`src/rtl/rapcla_pkg.sv`:
```
`default_nettype none
// ============================================================================
// Module : rapcla_pkg
// Brief  : Shared mode/state encodings and sizing helper for RAPCLA control.
// Rev    : 1.0
// ============================================================================
package rapcla_pkg;

  localparam logic [1:0] MODE_EXACT  = 2'd0;
  localparam logic [1:0] MODE_APPROX = 2'd1;
  localparam logic [1:0] MODE_ADAPT  = 2'd2;

  localparam logic [1:0] ST_IDLE  = 2'd0;
  localparam logic [1:0] ST_ISSUE = 2'd1;
  localparam logic [1:0] ST_CHECK = 2'd2;
  localparam logic [1:0] ST_HOLD  = 2'd3;

  function automatic int ng_of(input int size, input int groupsize);
    return size / groupsize;
  endfunction

endpackage
`default_nettype wire

```
`src/rtl/rapcla_accuracy_ctrl_if.sv`:
```
`default_nettype none
// ============================================================================
// Module : rapcla_accuracy_ctrl_if
// Brief  : Request/result valid-ready streams of the RAPCLA controller.
// Rev    : 1.0
// ============================================================================
interface rapcla_accuracy_ctrl_if #(
  parameter int SIZE = 16
);
  logic            in_valid;
  logic            in_ready;
  logic [SIZE-1:0] in_a;
  logic [SIZE-1:0] in_b;
  logic            in_cin;
  logic            out_valid;
  logic            out_ready;
  logic [SIZE-1:0] out_sum;
  logic            out_cout;
  logic            out_approx;

  modport master (
    output in_valid, in_a, in_b, in_cin, out_ready,
    input  in_ready, out_valid, out_sum, out_cout, out_approx
  );

  modport slave (
    input  in_valid, in_a, in_b, in_cin, out_ready,
    output in_ready, out_valid, out_sum, out_cout, out_approx
  );
endinterface
`default_nettype wire

```
`src/rtl/rapcla_abs_err.sv`:
```
`default_nettype none
// ============================================================================
// Module : rapcla_abs_err
// Brief  : Combinational absolute difference of two unsigned values.
// Rev    : 1.0
// ============================================================================
module rapcla_abs_err #(
  parameter int WIDTH = 17
) (
  input  wire logic [WIDTH-1:0] a,
  input  wire logic [WIDTH-1:0] b,
  output logic      [WIDTH-1:0] diff
);
  assign diff = (a >= b) ? (a - b) : (b - a);
endmodule
`default_nettype wire

```
`src/rtl/rapcla_accuracy_ctrl.sv`:
```
`default_nettype none
// ============================================================================
// Module : rapcla_accuracy_ctrl
// Brief  : Sequences add requests onto an external RAPCLA and adapts the
//          number of approximated groups from periodic exact re-runs.
// Rev    : 1.0
// ============================================================================
module rapcla_accuracy_ctrl
  import rapcla_pkg::*;
#(
  parameter int  SIZE         = 16,
  parameter int  GROUPSIZE    = 8,
  parameter int  CHECK_PERIOD = 16,
  localparam int NG           = ng_of(SIZE, GROUPSIZE),
  localparam int LW           = $clog2(NG + 1)
) (
  input  wire logic              clk,
  input  wire logic              rst_n,
  rapcla_accuracy_ctrl_if.slave  bus,
  input  wire logic [1:0]        cfg_mode,
  input  wire logic [SIZE:0]     cfg_err_thresh,
  output logic      [SIZE-1:0]   add_a,
  output logic      [SIZE-1:0]   add_b,
  output logic                   add_cin,
  output logic      [NG-1:0]     add_rcon,
  input  wire logic [SIZE-1:0]   add_sum,
  input  wire logic              add_cout,
  output logic      [LW-1:0]     level,
  output logic      [15:0]       err_count
);
  localparam int CW = $clog2(CHECK_PERIOD);

  logic [1:0]      r_state;
  logic [SIZE-1:0] r_a, r_b, r_sum;
  logic            r_cin, r_cout, r_approx;
  logic [1:0]      r_mode;
  logic [SIZE:0]   r_thresh;
  logic [CW-1:0]   r_cnt;
  logic [LW-1:0]   r_level;
  logic [15:0]     r_err_count;

  logic [NG-1:0]   w_lvl_mask;
  logic [NG-1:0]   w_mask;
  logic [SIZE:0]   w_err;
  logic            w_adapt;
  logic            w_cnt_last;

  // Low groups are approximated first: level L sets rcon bits [L-1:0].
  always_comb begin
    w_lvl_mask = '0;
    w_mask     = '0;
    for (int i = 0; i < NG; i++) begin
      w_lvl_mask[i] = (i < int'(r_level));
    end
    case (r_mode)
      MODE_APPROX: w_mask = '1;
      MODE_ADAPT:  w_mask = w_lvl_mask;
      default:     w_mask = '0;
    endcase
  end

  assign w_adapt    = (r_mode == MODE_ADAPT);
  assign w_cnt_last = (r_cnt == CW'(CHECK_PERIOD - 1));

  rapcla_abs_err #(.WIDTH(SIZE + 1)) u_abs_err (
    .a    ({r_cout, r_sum}),
    .b    ({add_cout, add_sum}),
    .diff (w_err)
  );

  assign add_a    = r_a;
  assign add_b    = r_b;
  assign add_cin  = r_cin;
  assign add_rcon = (r_state == ST_ISSUE) ? w_mask : '0;

  assign bus.in_ready   = (r_state == ST_IDLE);
  assign bus.out_valid  = (r_state == ST_HOLD);
  assign bus.out_sum    = r_sum;
  assign bus.out_cout   = r_cout;
  assign bus.out_approx = r_approx;
  assign level          = r_level;
  assign err_count      = r_err_count;

  always_ff @(posedge clk or negedge rst_n) begin
    if (!rst_n) begin
      r_state     <= ST_IDLE;
      r_a         <= '0;
      r_b         <= '0;
      r_cin       <= 1'b0;
      r_mode      <= MODE_EXACT;
      r_thresh    <= '0;
      r_sum       <= '0;
      r_cout      <= 1'b0;
      r_approx    <= 1'b0;
      r_cnt       <= '0;
      r_level     <= LW'(NG);
      r_err_count <= '0;
    end else begin
      case (r_state)
        ST_IDLE: begin
          if (bus.in_valid) begin
            r_a      <= bus.in_a;
            r_b      <= bus.in_b;
            r_cin    <= bus.in_cin;
            r_mode   <= cfg_mode;
            r_thresh <= cfg_err_thresh;
            r_state  <= ST_ISSUE;
          end
        end
        ST_ISSUE: begin
          r_sum    <= add_sum;
          r_cout   <= add_cout;
          r_approx <= |w_mask;
          if (w_adapt) begin
            r_cnt <= w_cnt_last ? '0 : r_cnt + CW'(1);
          end
          // With level 0 the mask is empty, so the period passes without a check.
          r_state <= (w_adapt && w_cnt_last && (|w_mask)) ? ST_CHECK : ST_HOLD;
        end
        ST_CHECK: begin
          r_sum    <= add_sum;
          r_cout   <= add_cout;
          r_approx <= 1'b0;
          if (w_err > r_thresh) begin
            if (r_level != '0) r_level <= r_level - LW'(1);
            if (r_err_count != 16'hFFFF) r_err_count <= r_err_count + 16'd1;
          end else if ((w_err == '0) && (r_level != LW'(NG))) begin
            r_level <= r_level + LW'(1);
          end
          r_state <= ST_HOLD;
        end
        ST_HOLD: begin
          if (bus.out_ready) r_state <= ST_IDLE;
        end
        default: r_state <= ST_IDLE;
      endcase
    end
  end
endmodule
`default_nettype wire

```
`src/flat_wrapper.sv`:
```
// flat-port wrapper written by rule: the top's interface ports become plain ports
module rapcla_accuracy_ctrl_flat import rapcla_pkg::*;
#(
  parameter int  SIZE         = 16,
  parameter int  GROUPSIZE    = 8,
  parameter int  CHECK_PERIOD = 16,
  localparam int NG           = ng_of(SIZE, GROUPSIZE),
  localparam int LW           = $clog2(NG + 1)
)
  (clk, rst_n, cfg_mode, cfg_err_thresh, add_a, add_b, add_cin, add_rcon, add_sum, add_cout, level, err_count, bus_in_valid, bus_in_a, bus_in_b, bus_in_cin, bus_out_ready, bus_in_ready, bus_out_valid, bus_out_sum, bus_out_cout, bus_out_approx);
  rapcla_accuracy_ctrl_if #(.SIZE(SIZE)) bus_i ();
  input  wire logic clk;
  input  wire logic rst_n;
  input  wire logic [1:0] cfg_mode;
  input  wire logic [SIZE:0] cfg_err_thresh;
  output logic      [SIZE-1:0] add_a;
  output logic      [SIZE-1:0] add_b;
  output logic add_cin;
  output logic      [NG-1:0] add_rcon;
  input  wire logic [SIZE-1:0] add_sum;
  input  wire logic add_cout;
  output logic      [LW-1:0] level;
  output logic      [15:0] err_count;
  input wire logic [$bits(bus_i.in_valid)-1:0] bus_in_valid;
  input wire logic [$bits(bus_i.in_a)-1:0] bus_in_a;
  input wire logic [$bits(bus_i.in_b)-1:0] bus_in_b;
  input wire logic [$bits(bus_i.in_cin)-1:0] bus_in_cin;
  input wire logic [$bits(bus_i.out_ready)-1:0] bus_out_ready;
  output wire logic [$bits(bus_i.in_ready)-1:0] bus_in_ready;
  output wire logic [$bits(bus_i.out_valid)-1:0] bus_out_valid;
  output wire logic [$bits(bus_i.out_sum)-1:0] bus_out_sum;
  output wire logic [$bits(bus_i.out_cout)-1:0] bus_out_cout;
  output wire logic [$bits(bus_i.out_approx)-1:0] bus_out_approx;
  assign bus_i.in_valid = bus_in_valid;
  assign bus_i.in_a = bus_in_a;
  assign bus_i.in_b = bus_in_b;
  assign bus_i.in_cin = bus_in_cin;
  assign bus_i.out_ready = bus_out_ready;
  assign bus_in_ready = bus_i.in_ready;
  assign bus_out_valid = bus_i.out_valid;
  assign bus_out_sum = bus_i.out_sum;
  assign bus_out_cout = bus_i.out_cout;
  assign bus_out_approx = bus_i.out_approx;
  rapcla_accuracy_ctrl #(.SIZE(SIZE), .GROUPSIZE(GROUPSIZE), .CHECK_PERIOD(CHECK_PERIOD)) u_core (.clk(clk), .rst_n(rst_n), .bus(bus_i), .cfg_mode(cfg_mode), .cfg_err_thresh(cfg_err_thresh), .add_a(add_a), .add_b(add_b), .add_cin(add_cin), .add_rcon(add_rcon), .add_sum(add_sum), .add_cout(add_cout), .level(level), .err_count(err_count));
endmodule
```
`config.mk`:
```
export PLATFORM = sky130hd
export DESIGN_NAME = rapcla_accuracy_ctrl_flat
export DESIGN_NICKNAME = d
export VERILOG_FILES = /design/src/rtl/rapcla_pkg.sv /design/src/rtl/rapcla_accuracy_ctrl_if.sv /design/src/rtl/rapcla_abs_err.sv /design/src/rtl/rapcla_accuracy_ctrl.sv /design/src/flat_wrapper.sv
export SDC_FILE = /design/constraint.sdc
export NUM_CORES = 1
export LEC_CHECK = 0
export ABC_CLOCK_PERIOD_IN_PS = 5400
export CORE_MARGIN = 2
export CORE_UTILIZATION = 44
export CTS_BUF_LIST = sky130_fd_sc_hd__clkbuf_16
export CTS_CLUSTER_DIAMETER = 30
export CTS_CLUSTER_SIZE = 20
export DETAILED_ROUTE_END_ITERATION = 7
export PLACE_DENSITY = 0.71
export RECOVER_POWER = 50
export SLEW_MARGIN = 20
export SYNTH_ARGS = -nofsm -noshare
export SYNTH_HDL_FRONTEND = slang
export SYNTH_SLANG_ARGS = --single-unit
```
`constraint.sdc`:
```
create_clock -name clk -period 5.4 [get_ports clk]
set_input_delay 1.62 -clock clk [delete_from_list [all_inputs] [get_ports clk]]
set_output_delay 1.62 -clock clk [all_outputs]
set_load 0.02 [all_outputs]
```
; ---- Word level (Yosys, flattened, before mapping)
; Cells that the tools add are included.
[totals]
elab_cells = 60
register_bits = 94
output_inout_bits = 73
[op_classes]
n_eq_ne = 11
magnitude_cmp = 4
n_reduce_logical = 15
mux = 12
n_addsub = 6
[op_table]
columns = operator, n
row1 = $sub 17x17->17, 2
row2 = $ge 17x17->1, 1
row3 = $gt 17x17->1, 1
row4 = $logic_not 17->1, 1
row5 = $mux 17, 1
row6 = $add 16x1->16 const B, 1
row7 = $ne 16x16->1 const B, 1
row8 = $mux 2, 6
row9 = $ne 2x2->1 const B, 4
row10 = $pmux 2 s4, 1
row11 = $eq 2x2->1 const B, 3
row12 = $reduce_and 2->1, 3
row13 = $reduce_and 3->1, 2
row14 = $reduce_bool 2->1, 3
row15 = $add 4x1->4 const B, 1
row16 = $eq 2x1->1 const B, 2
row17 = $eq 4x4->1 const B, 1
row18 = $lt 1x2->1 const A, 2
row19 = $mux 4, 1
row20 = $pmux 2 s2, 1
row21 = $reduce_or 2->1, 2
row22 = $logic_and 1x1->1, 3
row23 = $add 2x1->2 const B, 1
row24 = $logic_not 2->1, 1
row25 = other kinds (3), 3

; ---- Depth between registers and ports, before layout
[logic_depth]
word_depth = 6
ltp_mapped = 23
depth_no_buf = 21

; ---- By module
; From an unflattened synthesis, not the netlist that was laid out.
[hier_totals]
hier_cells = 568
area_unflattened_um2 = 5992.0
[modules_own_cells]
columns = module, area_per_inst_um2, n_inst, cells_each, seq_area_each_um2
row1 = rapcla_accuracy_ctrl, 4344.2, 1, 339, 2353.5
row2 = rapcla_abs_err, 1647.8, 1, 229, 0.0

; ---- Least setup slack after synthesis
; Ideal clock, no wire load.
[synth_timing]
kind = input to register
from = in add_sum[6]
to = reg u_core.r_err_count[7], in the netlist u_core.err_count[7]
cell_stages = 21
setup_time_ps = 132
t_arrival_ps = 5458
path_slack_ps = -190
n_path_buf = 2
cell_sequence = ha_1 -> buf_6 -> a21o_1 -> a32oi_4 -> a31oi_4 -> o21a_4 -> nor2_1 -> clkbuf_1 -> mux2i_1 -> xnor2_1 -> ha_1 -> a21o_1 -> a21o_1 -> a211oi_1 -> o21ai_0 -> a221oi_1 -> a21o_1 -> nor2_1 -> nand4_1 -> nor3_1 -> xor2_1
[synth_between]
elab_chain_len = 4
word_cells_on_any_way = 6
cone_classes = add/sub: 2 / order compare: 2 / mux: 1 / reduce/logical: 1
[synth_lines]
columns = item, line_no
row1 = from (decl), flat_wrapper.sv:20  ; input wire logic [SIZE-1:0] add_sum;
row2 = $sub 17x17->17 / $ge 17x17->1 (equally long branches), rapcla_abs_err.sv:14  ; assign diff = (a >= b) ? (a - b) : (b - a);
row3 = $mux 17 *, rapcla_abs_err.sv:14
row4 = $gt 17x17->1 *, rapcla_accuracy_ctrl.sv:124  ; if (w_err > r_thresh) begin
row5 = $reduce_and 3->1 (no line) *, n/a
row6 = to (signal assigned), rapcla_accuracy_ctrl.sv:126  ; if (r_err_count != 16'hFFFF) r_err_count <= r_err_count + 16'd1;
row7 = to (decl), rapcla_accuracy_ctrl.sv:40  ; logic [15:0] r_err_count;
; Mark *: on every way between the ends. The rest lies on a longest branch, timed or not.
; A chain may end at the register's enable or synchronous reset.

; ---- Worst setup path after layout
[layout_timing]
from = in add_sum[0]
to = reg u_core.r_level[0], in the netlist u_core.level[0]
[layout_between]
elab_chain_len = 6
word_cells_on_any_way = 11
cone_classes = add/sub: 2 / order compare: 2 / eq/ne: 1 / mux: 2 / reduce/logical: 4
[layout_lines]
columns = item, line_no
row1 = $sub 17x17->17 / $ge 17x17->1 (equally long branches), rapcla_abs_err.sv:14
row2 = $mux 17 *, rapcla_abs_err.sv:14
row3 = branches (longest 4 deep; another with $gt 17x17->1), n/a
row4 = to (signal assigned), rapcla_accuracy_ctrl.sv:96  ; r_level <= LW'(NG);
row5 = to (signal assigned), rapcla_accuracy_ctrl.sv:125  ; if (r_level != '0) r_level <= r_level - LW'(1);
row6 = to (signal assigned), rapcla_accuracy_ctrl.sv:128  ; r_level <= r_level + LW'(1);
row7 = to (decl), rapcla_accuracy_ctrl.sv:39  ; logic [LW-1:0] r_level;
; Mark *: on every way between the ends.

==> reports/metrics.yaml <==
worst_setup_path:
  reg2reg_slack_ps: 1060
  cp_max_fo: 5
  critPathArrivalTime_ps: 5450
  critPathCaptureType: "flop"
  r2r-end: "u_core.level[0]"
  worstSetupPathType: "input port to flop"
  r2r_start: "u_core.bus.out_sum[1]"
  cp.required_ps: 5640
  reg2reg_depth: 25
  crit_path_start_kind: "input port"
clocking:
  clock-root-buffer: "clkbuf_16"
  clock_latency_ps: 360
  cts_sinks: 94
  clk_pin_slew_worst_paths_ps: 80
  numCtsBuffers: 9
  cts_buffer_depth: 2
  h-tree-depth: 3
  hold_buffers: 0
  cts_tree: "built"
drt:
  wl_microns: 19000
  detail-route-antenna-nets: 0
  first_pass_iters: 5
  wire_per_inst_microns: 16.7
  drc: 0
  num_vias: 6080
  viasPerCell: 5.34
  drtIter0Drc: 271
min_path:
  holdPathStages: 1
  worstHoldStart: "u_core.bus.out_approx"
  whs_endpoint: "u_core.bus.out_approx"
  hp-class: "flop to flop"
global_route:
  grt_usage_pct: 24.1
  top_usage_layer: "met2"
  grtUsageMet2_pct: 41.7
  grt_pass1_vias: 6460
  grt_use_met3_pct: 6.59
  grt_antenna_before_repair: 0
  grt_pass1_wl_microns: 31100
  met1_usage_pct: 29.0
  grt_max_degree: 57
  grt.overflow.total: 0
placed_design:
  post-dp-hpwl_microns: 14500
  io_buffers: 145
  gp_congestion: 0.902
  placed_cell_area_sq_mm: 0.00903
  placedCellCount: 1114
sta:
  fin_crit_ps: 5210
  skew_ps: 10.1
  fmax_mhz: 192
  hold_viol_final: 0
  fin_crit_sh_pct: 96.5
  maxSlewViolCount: 57
  worst_hold_slack_ps: 502
  finalSetupViolCount: 0
  worst_slew_pin_slew_ps: 3180
  slew_headroom_pct: -112
die:
  io_pins: 146
  rows: 44
  die_h_microns: 126
  dieArea_sq_mm: 0.0158
  start_util_pct: 44.9
  die_w_microns: 126
  core_sq_mm: 0.0145
job:
  max-cap-violations: 1
pwr:
  seqPwrFrac_pct: 18.3
  power_density_mw_per_mm2: 692
  ir_drop_mv: 0.316
  clkPwrFrac_pct: 9.1
  p_int_mw: 3.80
  p_leak_nw: 4.57
  p_comb_share_pct: 72.6
  p_sw_mw: 2.96
  switching_share_pct: 43.7
logic_synthesis:
  yosysTopAreaCell: "dfrtp_1"
  synth_compound_area_share_pct: 16.5
  synth-edff-count: 0
  synthMuxAreaShare_pct: 10.8
  post_synth_inst_count: 679
  yosys_warnings: 0
  synthAdderAreaFrac_pct: 12.4
  synthTopCellsByArea: "dfrtp_1 (36%), ha_1 (12%), mux2_2 (9.7%)"
  synth_xor_area_share_pct: 4.45
  synth_cell_types: 76
  netlist_area_sq_mm: 0.00650
  seq_area_frac_synth_pct: 36.2
  syn-num-nets: 815
  synth-main-ff-cell: "dfrtp_1"
  synth_top_family_by_area: "compound AO/OA/AOI/OAI gates"
  synth-seq-cells: 94
  async_flop_share_pct: 100
  synth_simple_gate_area_share_pct: 13.4
  yosysTopAreaCellShare_pct: 35.8
  syn_area_per_cell_sq_um: 9.57
finish:
  finalNetCount: 1086
  n_antenna_cell: 0
  fin_cells: 1139
  syn2layout_area_growth_pct: 50.3
  mostFrequentLayoutCells: "buf_4 (133), clkdlybuf4s50_1 (115), dfrtp_1 (93)"
  drive_gt1_share_pct: 30.3
  fin_area_sq_mm: 0.00977
  mostFrequentLayoutCell: "buf_4"
outcome:
  outcome: "finished, violations left"
  failed_checks: "max-capacitance violations, max-slew violations"
==> kinds of logic after synthesis <==
family / after synthesis
buffers and inverters: 99
AND/OR/NAND/NOR: 172
flip-flops: 94
XOR/XNOR: 33
multiplexers: 62
adder cells (fa/ha/maj): 63
AO/OA/AOI/OAI: 156
==> Yosys cell counts, types with 5 or more instances <==
cell type / number
xnor2_1: 14
inv_1: 73
nor2_1: 38
a31oi_1: 6
o21ai_0: 38
nand3_1: 16
and4_1: 7
nor3_1: 11
a21o_1: 20
nand4_1: 11
ha_1: 61
mux2_2: 56
a211oi_1: 7
xor2_1: 19
dfrtp_1: 93
clkbuf_1: 7
a21oi_1: 38
and3_1: 6
nand2_1: 54
buf_2: 9
mux2i_1: 5
a221oi_1: 5
==> how the worst max path moves through the flow <==
stage / startpoint / endpoint / slack (ps) / cells past startpoint
CTS: add_sum[12] / u_core.level[0] / 0.6 / 24
global route: add_sum[0] / u_core.level[0] / -40 / 20
detailed placement: add_sum[0] / u_core.err_count[7] / -910 / 20
floorplan: add_sum[6] / u_core.err_count[7] / 2 / 21
global placement: add_sum[0] / u_core.err_count[12] / -850 / 19
finish: add_sum[0] / u_core.level[0] / 190 / 20
==> per-stage QoR <==
step	setup TNS (ps)	util (%)	setup WS [ps]	total power [mW]
2_1_floorplan	0	-	1.88	3.77
3_3_place_gp	-13150	62.4	-852	5.56
3_5_place_dp	-13610	62.4	-908	5.69
4_1_cts	0	66.2	0.579	6.53
5_1_grt	-37.5	67.4	-36.2	7.26
6_report	0	67.4	189	6.76
==> final cells by class <==
type / instances / area [sq um]
Clock buffer: 9 / 225
Clock inverter: 7 / 48.8
Fill cell: 1134 / 4710
Inverter: 75 / 282
Multi-Input combinational cell: 486 / 4140
Sequential cell: 94 / 2350
Tap cell: 184 / 230
Timing Repair Buffer: 284 / 2480
==> repair_timing <==
item / in CTS / in global routing
buffers inserted: 3 / 6
setup endpoints to repair: 18 / 18
pin swaps: 17 / 32
resized for setup: 48 / 51
==> per-layer routing <==
layer | part of all wire [%] | wire (microns) | vias up
met5 | 0 | 0 | -
met4 | 2.2 | 425 | 0
met2 | 49 | 9270 | 186
li1 | - | - | 2927
met3 | 6.7 | 1280 | 33
met1 | 42 | 8010 | 2934
==> registers in the layout, indices dropped and copies added, names as in the netlist <==
signal / flops
u_core.r_thresh: 17
u_core.add_a: 16
u_core.add_b: 16
u_core.bus.out_sum: 16
u_core.err_count: 16
u_core.r_cnt: 4
u_core.level: 2
u_core.r_mode: 2
u_core.r_state: 2
u_core.add_cin: 1
u_core.bus.out_approx: 1
u_core.bus.out_cout: 1
==> critical path: stages <==
cell             delay, ps
clkdlybuf4s15_1        210
ha_2                   190
inv_1                   50
fa_2                   340
a21o_1                 210
buf_4                  160
a221o_1                380
a21oi_1                200
xor2_1                 270
o21ai_0                150
ha_1                   340
nand4_1                130
nor4_1                 290
a22o_1                 180
a21o_1                 190
buf_6                  140
nand2_1                 50
nor2_1                 110
a31oi_1                100
xnor2_1                130
==> power groups by stage <==
stage                     sequential, mW  clock, mW  combinational, mW
final                               1.24      0.615               4.91
after global routing                1.28      0.648               5.33
after CTS                           1.24      0.626               4.66
after detailed placement            1.25          0               4.44
after global placement              1.23          0               4.33
after floorplan                     1.47          0               2.31
No activity file was read; power rests on OpenSTA's default activity.
==> edit (config.mk and constraints unchanged) <==
`CHECK_PERIOD` is set to 16 in 2 places; all go to 8.
--- a/src/rtl/rapcla_accuracy_ctrl.sv
+++ b/src/rtl/rapcla_accuracy_ctrl.sv
@@ -10,7 +10,7 @@
 #(
   parameter int  SIZE         = 16,
   parameter int  GROUPSIZE    = 8,
-  parameter int  CHECK_PERIOD = 16,
+  parameter int  CHECK_PERIOD = 8,
   localparam int NG           = ng_of(SIZE, GROUPSIZE),
   localparam int LW           = $clog2(NG + 1)
 ) (
--- a/src/flat_wrapper.sv
+++ b/src/flat_wrapper.sv
@@ -3,7 +3,7 @@
 #(
   parameter int  SIZE         = 16,
   parameter int  GROUPSIZE    = 8,
-  parameter int  CHECK_PERIOD = 16,
+  parameter int  CHECK_PERIOD = 8,
   localparam int NG           = ng_of(SIZE, GROUPSIZE),
   localparam int LW           = $clog2(NG + 1)
 )
Check against the original RTL: same outputs for any inputs over 10 cycles, from zero or initial values and one cycle with rst_n low; that may be too few to reach the edited logic, so the function may still have changed.
==> edit against the unedited design <==
  * Setup slack worse by 0.20 ns
  * Final area decreased by 0.36%
  * Total power decreased by 0.31%
  * Critical path type unchanged
  * Synthesized area down 1.2%
  * The flow finishes with violations (capacitance limit, slew limit, setup timing)
  * First-iteration DRC count increased by 45%
  * Sequential power is essentially flat
  * Routed wire length decreased by 0.55%
  * Sequential cell count down 1
==> edit: results <==
group,metric,value,unit
setup_path,cp_max_fo,4,
detailed_routing,avgViaCountPerCell,5.33,
yosys,synthMuxAreaShare,11.7,%
timing,relSlewSlack,-14.7,%
detailed_routing,drt_pass1_iterations,5,
clocking,insertion_delay,0.35,ns
final_layout,final_layout_size_suffix_gt1_share,32.1,%
final_layout,largest_reg_flops,17,
timing,fin_tns_setup,-0.0158,ns
setup_path,crit_arrival,5.69,ns
run_status,status,"finished with violations",
clocking,root_buffer,"clkbuf_16",
yosys,ys_async_sr_fraction,100,%
placement,gp_congestion,0.935,
global_routing,grt_pass1_vias,6260,
yosys,synth_area_leaders,"dfrtp_1 36%, ha_1 12%, mux2_2 10%",
final_layout,largest-register,"u_core.r_thresh",
yosys,synthTopCellsByCount,"92 x dfrtp_1, 69 x inv_1, 62 x ha_1",
timing,report.final.slew_viol_count,72,
placement,port_buffers,145,
detailed_routing,drt_iter0_drc,393,
global_routing,grt_max_degree,72,
flow_run,maxCapViolCount,1,
clocking,clk_pin_slew,0.07,ns
timing,setup_slack,-0.0158,ns
timing,setup_viol,1,
timing,finalClockSkew,0.0101,ns
yosys,synth_xor_area_share,5.59,%
global_routing,grt_pass1_wl,30800,um
clocking,cts_buffer_depth,2,
yosys,syn-instance-count,660,
placement,place.detailed.hpwl,14300,um
clocking,htreeDepth,3,
run_status,violations,"capacitance limit, slew limit, setup timing",
power_and_ir_drop,p_leak,4.54,nW
yosys,synth_compound_area_share,15.1,%
detailed_routing,drt-wirelength-per-cell,16.9,um
yosys,yosysSeqAreaShare,36.3,%
final_layout,final-instance-count-excl-fill,1119,
yosys,yosys.cell_types.count,60,
yosys,synth.net_count,797,
global_routing,grt_usage,24.2,%
placement,pre_cts_ws,-0.874,ns
final_layout,antennaDiodeCount,0,
hold_path,hold_class,"flop to flop",
power_and_ir_drop,vdd_drop_max,347,uV
yosys,synth-adder-area-share,12.7,%
edit: cell types whose count changed after synthesis, moves of 5 or more:
cell      delta
o21ai_0      -6
xnor2_1     +15
clkbuf_1    +10
nor2_1      -11
nand2_1     -12
a21oi_1      -7
buf_2        -5
xor2_1       -7
nand4_1      +6
edit: kinds of logic after synthesis:
| logic type | count (synthesis) |
|---|---|
| AND/OR/NAND/NOR | 152 |
| AO/OA/AOI/OAI | 144 |
| buffers and inverters | 98 |
| flip-flops | 93 |
| multiplexers | 68 |
| adder cells (fa/ha/maj) | 64 |
| XOR/XNOR | 41 |
edit: area by class of cell:
type | instances | area (um2)
fill | 1129 | 4640
multi-input combinational | 469 | 4130
timing repair buffer | 288 | 2490
sequential | 93 | 2330
inverter | 69 | 262
tap | 184 | 230
clock buffer | 9 | 225
clock inverter | 7 | 66.3
edit: routing by layer:
layer / track usage, % / wire (um) / vias up
li1: - / - / 2874
met1: 30.0 / 8090 / 2864
met2: 41.3 / 8960 / 200
met3: 6.96 / 1450 / 23
met4: 6.54 / 367 / 0
met5: 0 / 0 / -
edit: report_power, final:
part	switching (mW)	leakage (nW)	internal (mW)
logic	2.38	3.26	2.48
registers	0.219	1.14	1.02
clock network	0.285	0.146	0.358
total	2.88	4.54	3.86
edit: final timing paths:
kind | from | endpoint | slack [ns] | cells past startpoint
max in group asynchronous | rst_n | u_core.r_state[1] | 1.76 | 2
worst max register to register | u_core.bus.out_sum[1] | u_core.level[1] | 0.81 | 19
worst min-delay path | u_core.err_count[4] | u_core.err_count[4] | 0.50 | 1
worst min register to register | u_core.err_count[4] | u_core.err_count[4] | 0.50 | 1
min in group asynchronous | rst_n | u_core.bus.out_sum[3] | 1.69 | 1
worst max-delay path | add_sum[4] | u_core.level[1] | -0.02 | 16
edit: repair_timing:
action,in CTS,in global routing
endpoints found under the setup margin,18,18
buffers inserted,16,11
gates cloned,0,0
pin swaps,40,34
endpoints found under the hold margin,0,0
gates resized for setup,81,45
edit: per-stage QoR:
step | total power [mW] | cell area (um2) | hold WS, ns
2_1_floorplan | 3.81 | 6510 | 0.479
3_3_place_gp | 5.42 | 8900 | 0.486
3_5_place_dp | 5.54 | 8900 | 0.482
4_1_cts | 6.56 | 9600 | 0.499
5_1_grt | 7.24 | 9730 | 0.514
6_report | 6.74 | 9730 | 0.500
edit: worst max-delay path: stages:
cell	delay (ns)
clkdlybuf4s15_2	0.22
ha_4	0.23
buf_4	0.14
and3_4	0.19
and4_4	0.21
or4_4	0.50
or4_1	0.52
and3_4	0.21
ha_1	0.29
and4_1	0.22
a221o_1	0.38
a31o_4	0.25
nor3_4	0.14
nand3b_4	0.10
o31ai_4	0.27
mux2i_1	0.22
